`src/rtl/video_pattern_ctrl.sv`:
```
// 640x480 raster timing plus frame-synchronous pattern selection.
// Button and auto-cycle requests take effect only at frame boundaries.
module video_pattern_ctrl #(
  parameter int H_ACTIVE        = 640,
  parameter int H_FP            = 16,
  parameter int H_SYNC          = 96,
  parameter int H_BP            = 48,
  parameter int V_ACTIVE        = 480,
  parameter int V_FP            = 10,
  parameter int V_SYNC          = 2,
  parameter int V_BP            = 33,
  parameter int DEBOUNCE_CYCLES = 250000,
  parameter int AUTO_FRAMES     = 60
) (
  input  logic       clk,
  input  logic       rst,
  input  logic       btn_next,
  input  logic       auto_en,
  output logic [9:0] x,
  output logic [9:0] y,
  output logic       vde,
  output logic       hsync,
  output logic       vsync,
  output logic       frame_start,
  output logic       pattern_sel
);

  localparam int H_TOTAL = H_ACTIVE + H_FP + H_SYNC + H_BP;
  localparam int V_TOTAL = V_ACTIVE + V_FP + V_SYNC + V_BP;
  localparam int DW = $clog2(DEBOUNCE_CYCLES + 1);
  localparam int FW = $clog2(AUTO_FRAMES + 1);

  localparam logic [9:0] H_LAST = 10'(H_TOTAL - 1);
  localparam logic [9:0] V_LAST = 10'(V_TOTAL - 1);
  localparam logic [9:0] H_ACT  = 10'(H_ACTIVE);
  localparam logic [9:0] V_ACT  = 10'(V_ACTIVE);
  localparam logic [9:0] HS_BEG = 10'(H_ACTIVE + H_FP);
  localparam logic [9:0] HS_END = 10'(H_ACTIVE + H_FP + H_SYNC);
  localparam logic [9:0] VS_BEG = 10'(V_ACTIVE + V_FP);
  localparam logic [9:0] VS_END = 10'(V_ACTIVE + V_FP + V_SYNC);
  localparam logic [DW-1:0] D_LAST = DW'(DEBOUNCE_CYCLES - 1);
  localparam logic [FW-1:0] F_LAST = FW'(AUTO_FRAMES - 1);

  typedef enum logic {WAIT, ARMED} state_t;

  logic [9:0] h_q, v_q;
  logic       h_wrap, fb;

  assign h_wrap = (h_q == H_LAST);
  assign fb     = h_wrap && (v_q == V_LAST);

  always_ff @(posedge clk) begin
    if (rst) begin
      h_q <= '0;
      v_q <= '0;
    end else begin
      h_q <= h_wrap ? 10'd0 : h_q + 10'd1;
      if (h_wrap)
        v_q <= (v_q == V_LAST) ? 10'd0 : v_q + 10'd1;
    end
  end

  logic       vde_d;
  logic [9:0] x_q, y_q;
  logic       vde_q, hs_q, vs_q, fs_q, psel_q;

  assign vde_d = (h_q < H_ACT) && (v_q < V_ACT);

  always_ff @(posedge clk) begin
    if (rst) begin
      x_q   <= '0;
      y_q   <= '0;
      vde_q <= 1'b0;
      hs_q  <= 1'b1;
      vs_q  <= 1'b1;
      fs_q  <= 1'b0;
    end else begin
      x_q   <= vde_d ? h_q : 10'd0;
      y_q   <= vde_d ? v_q : 10'd0;
      vde_q <= vde_d;
      hs_q  <= !((h_q >= HS_BEG) && (h_q < HS_END));
      vs_q  <= !((v_q >= VS_BEG) && (v_q < VS_END));
      fs_q  <= (h_q == 10'd0) && (v_q == 10'd0);
    end
  end

  // Level changes only after a full run of samples disagreeing with it.
  logic          s1_q, s2_q, lvl_q, db_rise;
  logic [DW-1:0] dbc_q;

  assign db_rise = s2_q && !lvl_q && (dbc_q == D_LAST);

  always_ff @(posedge clk) begin
    if (rst) begin
      s1_q  <= 1'b0;
      s2_q  <= 1'b0;
      lvl_q <= 1'b0;
      dbc_q <= '0;
    end else begin
      s1_q <= btn_next;
      s2_q <= s1_q;
      if (s2_q != lvl_q) begin
        if (dbc_q == D_LAST) begin
          lvl_q <= s2_q;
          dbc_q <= '0;
        end else begin
          dbc_q <= dbc_q + 1'b1;
        end
      end else begin
        dbc_q <= '0;
      end
    end
  end

  state_t        state_q, state_d;
  logic          sel_q, sel_d, pend_q, pend_d;
  logic [FW-1:0] fcnt_q, fcnt_d;

  always_comb begin
    state_d = state_q;
    sel_d   = sel_q;
    pend_d  = pend_q | db_rise;
    fcnt_d  = fcnt_q;
    if (!auto_en)
      fcnt_d = '0;
    else if (fb && fcnt_q != F_LAST)
      fcnt_d = fcnt_q + 1'b1;
    unique case (state_q)
      WAIT: begin
        if (pend_q || (auto_en && fcnt_q == F_LAST))
          state_d = ARMED;
      end
      ARMED: begin
        if (fb) begin
          state_d = WAIT;
          sel_d   = ~sel_q;
          pend_d  = db_rise;
          fcnt_d  = '0;
        end
      end
    endcase
  end

  always_ff @(posedge clk) begin
    if (rst) begin
      state_q <= WAIT;
      sel_q   <= 1'b0;
      pend_q  <= 1'b0;
      fcnt_q  <= '0;
      psel_q  <= 1'b0;
    end else begin
      state_q <= state_d;
      sel_q   <= sel_d;
      pend_q  <= pend_d;
      fcnt_q  <= fcnt_d;
      psel_q  <= sel_q;
    end
  end

  assign x           = x_q;
  assign y           = y_q;
  assign vde         = vde_q;
  assign hsync       = hs_q;
  assign vsync       = vs_q;
  assign frame_start = fs_q;
  assign pattern_sel = psel_q;

endmodule

```
`config.mk`:
```
export PLATFORM = sky130hd
export DESIGN_NAME = video_pattern_ctrl
export DESIGN_NICKNAME = d
export VERILOG_FILES = /design/src/rtl/video_pattern_ctrl.sv
export SDC_FILE = /design/constraint.sdc
export NUM_CORES = 1
export LEC_CHECK = 0
export ABC_AREA = 1
export BUFFER_PORTS_ARGS = -buffer_cell sky130_fd_sc_hd__buf_4
export CAP_MARGIN = 10
export CORE_ASPECT_RATIO = 1.75
export CORE_MARGIN = 3
export CORE_UTILIZATION = 38
export DETAILED_ROUTE_END_ITERATION = 10
export GPL_TIMING_DRIVEN = 0
export PLACE_DENSITY = 0.6
export SYNTH_ARGS = -nofsm -noshare
export SYNTH_HDL_FRONTEND = slang
export SYNTH_SLANG_ARGS = --single-unit
```
`constraint.sdc`:
```
create_clock -name clk -period 1.6 [get_ports clk]
set_input_delay 0.32 -clock clk [delete_from_list [all_inputs] [get_ports clk]]
set_output_delay 0.32 -clock clk [all_outputs]
set_load 0.005 [all_outputs]
```
======== Word-level counts from Yosys, hierarchy flattened ========
Index checks and enable logic that the tools add are counted.
word-level totals
  output and inout bits ................... 25
  bits in registers ....................... 75
  word-level logic and storage cells ...... 68
  memories kept ........................... 0
  latch bits .............................. 0
  input port bits ......................... 4
  memory bits (writable) .................. 0
  bits in read-only memories .............. 0
operators by class
  add/subtract/negate cells ............... 4
  $lt $le $gt $ge ......................... 6
  div/mod/pow operators ................... 0
  reductions and logical operators ........ 20
  multiplexer cells ....................... 10
  multipliers ............................. 0
  bitwise logic cells ..................... 5
  shifts and indexed selects .............. 0
  equality and inequality tests ........... 6
operator list
  cell                                                                                  count
  6-bit 2-to-1 mux                                                                      4
  10-bit by 1-bit adder with 10-bit output, second input constant                       2
  10-bit == test, second input constant                                                 2
  10-bit zero test                                                                      2
  10-bit less-than comparator, second input constant                                    2
  10-bit by 9-bit less-than comparator with 1-bit output, second input constant         2
  18-bit by 1-bit adder with 18-bit output, second input constant                       1
  18-bit == test, second input constant                                                 1
  10-bit greater-or-equal comparator, second input constant                             1
  10-bit by 9-bit greater-or-equal comparator with 1-bit output, second input constant  1
  10-bit 2-to-1 mux                                                                     1
  1-bit logical AND                                                                     9
  6-bit by 1-bit adder with 6-bit output, second input constant                         1
  6-bit == test, second input constant                                                  1
  6-bit inequality test, second input constant                                          1
  1-bit 2-to-1 mux                                                                      4
  1-bit NOT                                                                             4
  2-bit AND reduction                                                                   2
  2-bit OR reduction                                                                    2
  1-bit zero test                                                                       3
  3-bit OR reduction                                                                    1
  1-bit case mux with 2 select lines                                                    1
  1-bit logical OR                                                                      1
  1-bit inequality test                                                                 1
  1-bit OR                                                                              1

======== Longest topological paths before layout ========
  depth after elaboration ................. 7
  gate-level depth with buffers ........... 10

======== Least setup slack after synthesis ========
OpenSTA, ideal clock, no wires.
  path type ............................... register to register
  start point ............................. register dbc_q[0]
  end point ............................... register dbc_q[15]
  cell stages (with the launch flop) ...... 10
  setup slack ............................. 0.181 ns
  buffers on the path ..................... 1
  library setup time ...................... 0.115 ns
  arrival ................................. 1.304 ns
  cells stage by stage .................... dfxtp_1 ha_1 nand2_1 clkinv_1 nand3_1 nor2_1 nand2_1 nand3_2 buf_6 nor2_1
between the ends
  longest elaborated chain between the ends .. 2
  elaborated cells between the ends (all ways) .. 3
RTL lines
  what                                                                              line  source
  from (decl)                                                                       89    logic [DW-1:0] dbc_q;
  from (signal assigned)                                                            107   dbc_q <= dbc_q + 1'b1;
  branches (longest 2 deep; another with 18-bit by 1-bit adder with 18-bit output)  -
Parallel ways; which one is timed is not known.
A chain may end at the register's enable or synchronous reset.

======== Worst setup path in the final report ========
  start point ............................. register v_q[1]
  end point ............................... register v_q[2]
between the ends
  longest elaborated chain between the ends .. 2
  elaborated cells between the ends (all ways) .. 3
RTL lines
  what                                                                               line  source
  from (decl)                                                                        46    logic [9:0] h_q, v_q;
  from (signal assigned)                                                             59    v_q <= (v_q == V_LAST) ? 10'd0 : v_q + 10'd1;
  10-bit by 1-bit adder with 10-bit output / 10-bit == test (equally long branches)  59
  10-bit 2-to-1 mux (*)                                                              59
Mark *: on every way between the ends. The rest lies on a longest branch, timed or not.

==> results_dict.tcl <==
set metrics [dict create \
    yosysTopAreaCell "dfxtp_1" \
    dp_cells 567 \
    pre_cts_ws_ns -0.0551 \
    seq_area_frac_synth_pct 44.6 \
    p_leak_uw 0.00161 \
    routed_wl_um 6820 \
    ctsHtreeMaxLevel 3 \
    crit_path_cell_trace "inv_2, ha_2, nand2_1, nor3_4, nand2_1, nand2_2, nor3b_1" \
    fin_crit_sh_pct 93.5 \
    synth_edf_count 0 \
    vias 2805 \
    power_uw 3780 \
    drt-pass1-iter-count 4 \
    ioPinCount 29 \
    setup_viol 0 \
    place_congestion 0.910 \
    synthFlopType "dfxtp_1" \
    p_per_area_nw_per_um2 917 \
    area_growth_pct 22.5 \
    diodes 0 \
    initial_utilization_pct 39.7 \
    clock_latency_ns 0.33 \
    p_comb_share_pct 3.0 \
    clock_path_buffers 2 \
    cp_num_buf_inv 1 \
    layout_common_cells "72 x dfxtp_1, 68 x nand2_1, 65 x nor2_1, 45 x inv_1, 39 x buf_4" \
    maxCapViolCount 0 \
    synth-async-reset-ratio_pct 0 \
    path_max_fanout 6 \
    die_h_um 131 \
    grt_antenna_before_repair 0 \
    rrSetupSlack_ns 0.10 \
    worst_ep_required_time_ns 1.80 \
    critPathCaptureType "flop" \
    r2r_start "v_q[1]" \
    hold_viol 0 \
    hpwl_um 5120 \
    numCtsBuffers 9 \
    grt_max_degree 12 \
    syn_area_per_cell_um2 7.92 \
    synth_cell_type_count 38 \
    drv_slew 0 \
    min_period_ns 1.50 \
    worst_slack_ns 0.104 \
    reg2reg_depth 7 \
    max_freq_mhz 668 \
    layout_commonest_cell "dfxtp_1" \
    cts_tree "built" \
    rsz0062_at_grt "false" \
    cp-startpoint "v_q[1]" \
    drive_above_1_share_pct 24.4 \
    portBuffers 27 \
    grt.total_usage_pct 14.8 \
    p_switching_uw 771 \
    status "finished clean" \
    synth_top_area_share_pct 44.6 \
    ys_warn_count 0 \
    gr-total-overflow 0 \
    grt_pass1_wl_um 11800 \
    dr_wl_met3_um 240 \
    place_area_um2 3710 \
    fin_area_um2 4120 \
    cts_root_buf "clkbuf_16" \
    drtAntennaViolNets 0 \
    crit_end "v_q[2]" \
    die-area_um2 10100 \
    seqPwrFrac_pct 50.2 \
    holdBufCountCts 0 \
    regArea_um2 1510 \
    viasPerCell 4.72 \
    multi_input_area_um2 1660 \
    cp_common_cell "nand2_1" \
    synthTopCellsByArea "dfxtp_1 45%, nand2_1 7.6%, nor2_1 7.5%" \
    grt_pass1_vias 2614 \
    wl_per_cell_um 11.5 \
    clock_power_share_pct 46.8 \
    switching_share_pct 20.4 \
    core-area_um2 8480 \
    netlist_area_um2 3370 \
    topRoutingLayerUsed "met4" \
    cp.arrival_ns 1.70 \
    drc 0 \
    cpMaxStageDelayCell "dfxtp_1" \
    worst-path-stages 7 \
    cts.clk_slew.worst_paths_ns 0.05 \
    critPathLaunchType "flop" \
    rows 44 \
    cts_sinks 75 \
    final_cells 594 \
    timing.rr.end "v_q[2]" \
    ir_drop_mv 0.554 \
    drtIter0Drc 115 \
    nFillCells 862 \
    hold_slack_ns 0.194 \
    internal_power_uw 3010 \
    slowest_delay_ns 0.32 \
    nets 486 \
    die_x_um 77.1 \
    synthCells 425 \
    worstSetupPathType "flop to flop" \
    synth_nets 436 \
    hold_class "input port to flop" \
    cp_top_family "simple AND/OR/NAND/NOR gates" \
    m1WireLength_um 2690 \
    wl_met2_um 3730 \
    synth_seq_cells 75 \
    worst_clock_skew_ns 0.00389 \
]
## power by group through the flow
stage / clock network (µW) / logic, µW / registers [µW]
after floorplan: 0 / 60.6 / 1940
after global placement: 0 / 98.1 / 1940
after detailed placement: 0 / 98.2 / 1940
after CTS: 1850 / 99.7 / 1900
after global routing: 1930 / 126 / 1900
final: 1770 / 112 / 1900
## flip-flops by register name (all words and copies together), names as in the netlist
name,cells
s1_q,1
lvl_q,1
s2_q,1
h_q,10
x,10
frame_start,1
hsync,1
vsync,1
pattern_sel,1
state_q,1
fcnt_q,6
sel_q,1
pend_q,1
v_q,10
vde,1
dbc_q,18
y,10
## synth_stat cells (2+ instances only)
cell,number
nand2_2,5
inv_2,8
nand2_4,2
xnor2_1,2
or2_2,2
nor2_8,2
buf_2,2
a21oi_1,19
nand3_2,3
dfxtp_1,75
o211ai_1,3
nor3b_1,3
nand4_1,7
inv_1,47
ha_1,7
o21ai_0,4
nor2_1,67
nor3_1,15
nand3_4,2
nor2_2,9
xor2_1,10
nand2_1,68
nor4_1,2
buf_6,2
nor3_2,8
nand3_1,34
o21ai_1,3
nor2_4,4
## stage by stage
stage / util, % / TNS [ns]
floorplan: - / 0
global placement: 43.8 / -0.257
detailed placement: 43.8 / -0.529
CTS: 47.3 / 0
global route: 48.6 / 0
finish: 48.6 / 0
## worst min path at each step
stage / cells after the start / slack, ns / endpoint / start
finish: 3 / 0.19 / s1_q / btn_next
detailed placement: 2 / 0.40 / s2_q / s1_q
floorplan: 2 / 0.39 / s2_q / s1_q
CTS: 3 / 0.18 / s1_q / btn_next
global placement: 2 / 0.40 / s2_q / s1_q
global route: 3 / 0.19 / s1_q / btn_next
## worst reg2reg max path, delay by kind of cell (launching register included)
family / cells / cell delay (ns)
and+or+nand+nor: 5 / 0.76
DFF: 1 / 0.32
adders and majority gates: 1 / 0.21
buffers and inverters: 1 / 0.10
## routing by layer
metal	track usage (%)	vias to the layer above
met2	27.7	60
met1	14.9	1278
met3	4.12	12
met4	7.65	0
li1	-	1455
met5	0	-
## cell families (layout without fill, tap and decap cells)
group / count (synthesis) / in the layout / synth area share [%]
flops: 75 / 75 / 44.6
simple gates: 238 / 238 / 37.0
buf+inv: 62 / 116 / 7.62
compound gates: 30 / 30 / 4.91
xor+xnor: 12 / 12 / 3.12
other cells: 1 / 1 / 0.111
fa+ha+maj: 7 / 7 / 2.60
## cell type report
type / instances / share of cell area (%)
repair buffers: 39 / 7.19
flip-flops and latches: 75 / 36.5
well taps: 115 / 3.49
inverters: 57 / 5.25
plain buffers: 5 / 0.971
multi-input cells: 288 / 40.3
clock inverters: 3 / 0.364
clock buffers: 12 / 5.98
## what timing repair did
action | 4_1_cts | 5_1_grt
buffers inserted | 2 | 10
gates resized for setup | 4 | 13
setup endpoints to repair | 14 | 41
hold endpoints to repair | 0 | 0
pin swaps | 2 | 7
Power figures use the tool's default switching activity.
